--- config.mk ---
export PLATFORM = sky130hd
export DESIGN_NAME = sine_sequencer
export DESIGN_NICKNAME = d
export VERILOG_FILES = /design/src/rtl/sine_pkg.sv /design/src/rtl/sample_tick_gen.sv /design/src/rtl/sine_sequencer.sv
export SDC_FILE = /design/constraint.sdc
export NUM_CORES = 1
export LEC_CHECK = 0
export ABC_AREA = 1
export BUFFER_PORTS_ARGS = -buffer_cell sky130_fd_sc_hd__buf_2
export CAP_MARGIN = 30
export CORE_ASPECT_RATIO = 2
export CORE_MARGIN = 3
export CORE_UTILIZATION = 30
export DETAILED_ROUTE_END_ITERATION = 8
export PLACE_DENSITY = 0.56
export SYNTH_ARGS = -nofsm -noshare
export SYNTH_HDL_FRONTEND = slang
export SYNTH_SLANG_ARGS = --single-unit
--- constraint.sdc ---
create_clock -name clk -period 4.3 [get_ports clk]
set_input_delay 0.645 -clock clk [delete_from_list [all_inputs] [get_ports clk]]
set_output_delay 0.645 -clock clk [all_outputs]
set_load 0.05 [all_outputs]
--- src/rtl/sine_pkg.sv ---
// rtl/sine_pkg.sv - shared widths and FSM state encoding for the sine sequencer
package sine_pkg;
  localparam int ADDR_W = 9;
  localparam int DATA_W = 10;

  typedef enum logic [1:0] {
    IDLE    = 2'd0,
    WAIT    = 2'd1,
    CAPTURE = 2'd2
  } state_t;
endpackage

--- src/rtl/sample_tick_gen.sv ---
// rtl/sample_tick_gen.sv - divides clk down to a one-cycle sample tick
module sample_tick_gen #(
  parameter int SAMPLE_DIV = 1000
) (
  input  logic clk,
  input  logic rst_n,
  input  logic enable,
  output logic tick
);
  localparam int CNT_W = (SAMPLE_DIV > 1) ? $clog2(SAMPLE_DIV) : 1;
  localparam logic [CNT_W-1:0] LAST = CNT_W'(SAMPLE_DIV - 1);

  logic [CNT_W-1:0] cnt_q;

  always_ff @(posedge clk or negedge rst_n) begin
    if (!rst_n) begin
      cnt_q <= '0;
    end else if (!enable || cnt_q == LAST) begin
      cnt_q <= '0;
    end else begin
      cnt_q <= cnt_q + 1'b1;
    end
  end

  assign tick = enable && (cnt_q == LAST);
endmodule

--- src/rtl/sine_sequencer.sv ---
// rtl/sine_sequencer.sv - phase accumulator driving a fixed-latency sine memory
// and presenting captured samples on a valid/ready handshake
module sine_sequencer
  import sine_pkg::*;
#(
  parameter int SAMPLE_DIV = 1000,
  parameter int PHASE_W    = 16,
  parameter int MEM_LAT    = 3
) (
  input  logic               clk,
  input  logic               rst_n,
  input  logic               enable,
  input  logic [PHASE_W-1:0] tuning_word,
  output logic [ADDR_W-1:0]  mem_addr,
  input  logic [DATA_W-1:0]  mem_data,
  output logic [DATA_W-1:0]  sample,
  output logic               sample_valid,
  input  logic               sample_ready,
  output logic               overrun,
  output logic [7:0]         overrun_count,
  output logic               busy
);
  localparam int WAIT_W = (MEM_LAT > 1) ? $clog2(MEM_LAT) : 1;

  generate
    if (SAMPLE_DIV < MEM_LAT + 3 || MEM_LAT < 1) begin : g_bad_cfg
      $error("sine_sequencer: SAMPLE_DIV must be at least MEM_LAT+3 and MEM_LAT at least 1");
    end
  endgenerate

  state_t              state_q, state_d;
  logic [PHASE_W-1:0]  phase_q, phase_d;
  logic [WAIT_W-1:0]   wait_q, wait_d;
  logic [ADDR_W-1:0]   addr_d;
  logic [DATA_W-1:0]   sample_d;
  logic                valid_d;
  logic                overrun_d;
  logic [7:0]          count_d;
  logic                tick;
  logic                lost;

  sample_tick_gen #(.SAMPLE_DIV(SAMPLE_DIV)) u_tick (
    .clk    (clk),
    .rst_n  (rst_n),
    .enable (enable),
    .tick   (tick)
  );

  always_ff @(posedge clk or negedge rst_n) begin
    if (!rst_n) begin
      state_q       <= IDLE;
      phase_q       <= '0;
      wait_q        <= '0;
      mem_addr      <= '0;
      sample        <= '0;
      sample_valid  <= 1'b0;
      overrun       <= 1'b0;
      overrun_count <= '0;
    end else begin
      state_q       <= state_d;
      phase_q       <= phase_d;
      wait_q        <= wait_d;
      mem_addr      <= addr_d;
      sample        <= sample_d;
      sample_valid  <= valid_d;
      overrun       <= overrun_d;
      overrun_count <= count_d;
    end
  end

  always_comb begin
    state_d   = state_q;
    phase_d   = phase_q;
    wait_d    = wait_q;
    addr_d    = mem_addr;
    sample_d  = sample;
    valid_d   = sample_valid;
    overrun_d = 1'b0;
    count_d   = overrun_count;
    lost      = 1'b0;

    if (!enable) begin
      state_d = IDLE;
    end else begin
      if (sample_valid && sample_ready) valid_d = 1'b0;

      case (state_q)
        IDLE: begin
          if (tick) begin
            addr_d  = phase_q[PHASE_W-1 -: ADDR_W];
            phase_d = phase_q + tuning_word;
            wait_d  = WAIT_W'(MEM_LAT - 1);
            state_d = WAIT;
          end
        end
        WAIT: begin
          lost   = tick;
          wait_d = wait_q - 1'b1;
          if (wait_q == '0) state_d = CAPTURE;
        end
        CAPTURE: begin
          // A capture and a consumer pop on the same edge keeps valid high with fresh data.
          if (!sample_valid || sample_ready) begin
            sample_d = mem_data;
            valid_d  = 1'b1;
          end else begin
            lost = 1'b1;
          end
          if (tick) lost = 1'b1;
          state_d = IDLE;
        end
        default: state_d = IDLE;
      endcase

      if (lost) begin
        overrun_d = 1'b1;
        if (overrun_count != 8'hFF) count_d = overrun_count + 8'd1;
      end
    end
  end

  assign busy = (state_q != IDLE);
endmodule

# Word-level counts from Yosys, hierarchy flattened

Cells that the tools add are included.
W data, S select, Z words.

Logic and storage cells: 51
Register bits after elaboration: 59

Eq/ne operators: 7
$add $sub $neg: 4
Muxes and demuxes: 16
Reductions and logical operators: 15

Operators with widths:

| kind                    | count |
|---|---|
| $add A16 B16 Y16        | 1 |
| $reduce_and A3 Y1       | 4 |
| $add A10 B1 Y10 const B | 1 |
| $eq A10 B10 Y1 const B  | 1 |
| $mux W10                | 1 |
| $add A8 B1 Y8 const B   | 1 |
| $mux W1                 | 8 |
| $mux W2                 | 4 |
| $ne A8 B8 Y1 const B    | 1 |
| $pmux W2 S2             | 2 |
| $ne A3 B3 Y1 const B    | 2 |
| $logic_not A2 Y1        | 2 |
| $reduce_bool A2 Y1      | 2 |
| $eq A2 B1 Y1 const B    | 1 |
| $eq A2 B2 Y1 const B    | 1 |
| $logic_and A1 B1 Y1     | 2 |
| $logic_not A1 Y1        | 2 |
| $logic_or A1 B1 Y1      | 2 |
| $ne A2 B2 Y1 const B    | 1 |
| $pmux W1 S2             | 1 |
| $reduce_and A2 Y1       | 1 |
| $sub A2 B1 Y2 const B   | 1 |

# Depth between registers and ports, before layout

Depth after elaboration: 8
Depth in mapped cells: 11
Mapped depth without buffers: 11

# Cells and area by module

Synthesis repeated with hierarchy kept, for this count alone.

Cell total of the unflattened synthesis: 459
Area, all modules: 3510.9 sq um

By module, submodules not included:

| module          | seq. area each (sq um) | area an instance (sq um) | cells an instance | times used |
|---|---|---|---|---|
| sine_sequencer  | 1226.2                 | 2962.8                   | 388               | 1 |
| sample_tick_gen | 250.2                  | 548.0                    | 71                | 1 |

# Worst setup path after synthesis

OpenSTA, ideal clock, no wires.

Path type: input to register
From: in tuning_word[0]
To: reg phase_q[6]
Arrival time: 1920 ps
Path buffers: 0
Required time: 4183 ps
Slack: 2263 ps
Stages: 9
Cells stage by stage: ha_1 > fa_1 > nand3_1 > nand2_1 > nand2_1 > nand2_1 > or2_2 > nand3_1 > nand2_1

Cells in the longest elaborated chain, start to end: 1

Ends and longest elaborated chain:

| element              | line                 | RTL |
|---|---|---|
| start, declared      | sine_sequencer.sv:13 | `input logic [PHASE_W-1:0] tuning_word,` |
| $add A16 B16 Y16     | sine_sequencer.sv:91 | `phase_d = phase_q + tuning_word;` |
| end signal, assigned | sine_sequencer.sv:61 | `phase_q <= phase_d;` |
| end, declared        | sine_sequencer.sv:32 | `logic [PHASE_W-1:0] phase_q, phase_d;` |

No other way between the ends.
A chain may end at the register's enable or synchronous reset.

# Worst setup path in the final report

From: reg state_q[0]
To: out busy

Cells in the longest elaborated chain, start to end: 1

Ends and longest elaborated chain:

| element                | line                  | RTL |
|---|---|---|
| start, declared        | sine_sequencer.sv:31  | `state_t state_q, state_d;` |
| start signal, assigned | sine_sequencer.sv:60  | `state_q <= state_d;` |
| $reduce_bool A2 Y1     | sine_sequencer.sv:122 | `assign busy = (state_q != IDLE);` |
| end, declared          | sine_sequencer.sv:21  | `output logic busy` |

No other way between the ends.

==> results.toml <==
[timing]
rsz0062_at_grt = "no"
fmax_mhz = 486
min_period_ps = 2060
worstMarginPinSlew_ps = 855
period_share_pct = 47.9
report.final.slew_viol_count = 0
maxSlewHeadroom_pct = 43.0
setup_violations = 0
hold_violations = 0
whs_ps = 419
final.setup.worst_slack_ps = 2240
finClkSkew_ps = 9.17
finalSetupTns_ps = 0

[job]
drv_cap = 0

[grt]
grt_max_degree = 37
grt_first_pass_wirelength_mm = 13.7
first_global_vias = 3009
grt_use_total_pct = 14.2
grt_overflow = 0
antenna_found_initial = 0

[synth]
synth_area_um2 = 3410
synth_cell_types = 37
synth_fa_ha_area_share_pct = 8.66
syn_inst = 429
synth_top_family_by_area = "simple AND/OR/NAND/NOR gates"
synth_compound_area_share_pct = 6.50
synth_edf_count = 0
synth-seq-area-share_pct = 43.3
synth-seq-cells = 59
synth.mux.area_fraction_pct = 3.30
synthSimpleGateAreaFrac_pct = 28.2
synth_xor_area_share_pct = 3.08
synthArstFlopShare_pct = 100
ys.flop_type = "dfrtp_1"
synth_nets = 482
yosys_warnings = 0
postSynthAreaPerCell_um2 = 7.95

[routing]
wire_per_inst_um = 12.8
wirelength_mm = 8.16
ant_nets = 0
num_vias = 2903
drc = 0
drt_first_pass_iters = 6
routed_via_density = 4.54
dr.first_iter.drc_count = 158

[worst_setup_path]
worstPathArrival_ps = 1410
path_depth = 4
critPathTopFamily = "buffers and inverters"
cpPeakStageDelay_ps = 390
r2r_cells = 9
worstPathRequired_ps = 3650
slowest_stage = "dfrtp_1"
reg2reg_slack_ps = 2340
worst-path-max-fanout = 4
crit_chain = "inv_1 > ha_1 > inv_1 > buf_2"
critPathCaptureType = "output port"
critPathBufInv = 3
start_kind = "flop"
critical_path_class = "flop to output port"
worst_path_most_repeated_cell = "inv_1"

[cells_and_area]
mostFrequentLayoutCell = "nand2_1"
area.growth.synth_to_final_pct = 22.0
final_core_util_pct = 37.8
layout_common_cells = "nand2_1, buf_2, dfrtp_1"
fin_nets = 547
antenna_cells = 0
final_cell_area_um2 = 4160
final_layout_size_suffix_gt1_share_pct = 19.6

[floorplanning]
row_count = 54
die_x_um = 81.4
initial_core_util_pct = 31.0
dieArea_um2 = 12800
die_h_um = 157
coreArea_um2 = 11000
pin_count = 60

[clock_network]
clockRootBuffer = "clkbuf_16"
clock_path_buffers = 2
hold_buffers = 0
path_clk_slew_ps = 60
cts.sinks = 59
clock_latency_ps = 330
cts_max_level = 3
cts_resized = 0
numCtsBuffers = 9
cts_tree = "done"
postCtsSetupBuffers = 0

[place]
dp_slack_ps = 1940
port_buffers = 59
gp_congestion = 0.880
hpwl_mm = 6.19
dpl_cell_area_um2 = 3860

[power_and_ir_drop]
p_per_area_nw_per_um2 = 330
ir_drop_mv = 0.196
leakage_uw = 0.00235

[outcome]
status = "complete, no violations"

[min_path]
hp-class = "primary input to asynchronous set/reset pin"
-- cells in the mapped netlist (6+ instances only) --
cell type	number	share of area, %
nand2_1	150	17
dfrtp_1	59	43
inv_1	52	5.7
nand3_1	23	3.4
nor2_1	23	2.5
ha_1	22	8.1
a21oi_1	16	2.3
o21ai_1	13	1.9
xor2_1	9	2.3
mux2_2	8	2.6
nor3_1	6	0.88
o21ai_0	6	0.88
-- area by class of cell --
class                   instances  area (um^2)
clock buffers                   9          225
well taps                     140          175
multi-input cells             310         1700
flip-flops and latches         59         1480
inverters                      53          199
repair buffers                 61          310
clock inverters                 7         77.6
fillers                      1162         6850
-- sequential cells by signal (all words and copies together) (netlist names) --
signal	count
overrun_count	8
sample_valid	1
phase_q	16
mem_addr	9
state_q	2
overrun	1
wait_q	2
u_tick.cnt_q	10
sample	10
-- metal layers --
layer / GRT usage [%] / up-vias / part of all wire [%]
met3: 3.86 / 9 / 3.9
met4: 6.29 / 0 / 1.9
met5: 0 / - / 0
met1: 14.3 / 1356 / 37
met2: 26.2 / 44 / 57
li1: - / 1494 / -
-- kinds of logic after synthesis --
kind of cell,count (synthesis)
AO/OA/AOI/OAI,41
flip-flops,59
adder cells (fa/ha/maj),23
buffers and inverters,60
AND/OR/NAND/NOR,224
multiplexers,10
XOR/XNOR,12
-- final timing paths --
path,from,endpoint
max,state_q[0]$_DFFE_PN0P_,busy
min reg2reg,mem_addr[8]$_DFFE_PN0P_,mem_addr[8]$_DFFE_PN0P_
max in group asynchronous,rst_n,mem_addr[4]$_DFFE_PN0P_
min,rst_n,sample[3]$_DFFE_PN0P_
min in group clk,mem_addr[8]$_DFFE_PN0P_,mem_addr[8]$_DFFE_PN0P_
max reg2reg,phase_q[0]$_DFFE_PN0P_,phase_q[6]$_DFFE_PN0P_
-- metrics by stage --
step                      instances  power, uW
after floorplan                 429        614
after global placement          623        651
after detailed placement        623        653
after CTS                       639       1400
after global routing            639       1430
final                           639       1370
-- power by group --
group | internal (uW) | total [uW] | switching (uW)
logic | 28.1 | 79.0 | 50.9
registers | 559 | 562 | 3.06
clock network | 452 | 730 | 278
total | 1040 | 1370 | 332
No activity file was read; power rests on OpenSTA's default activity.
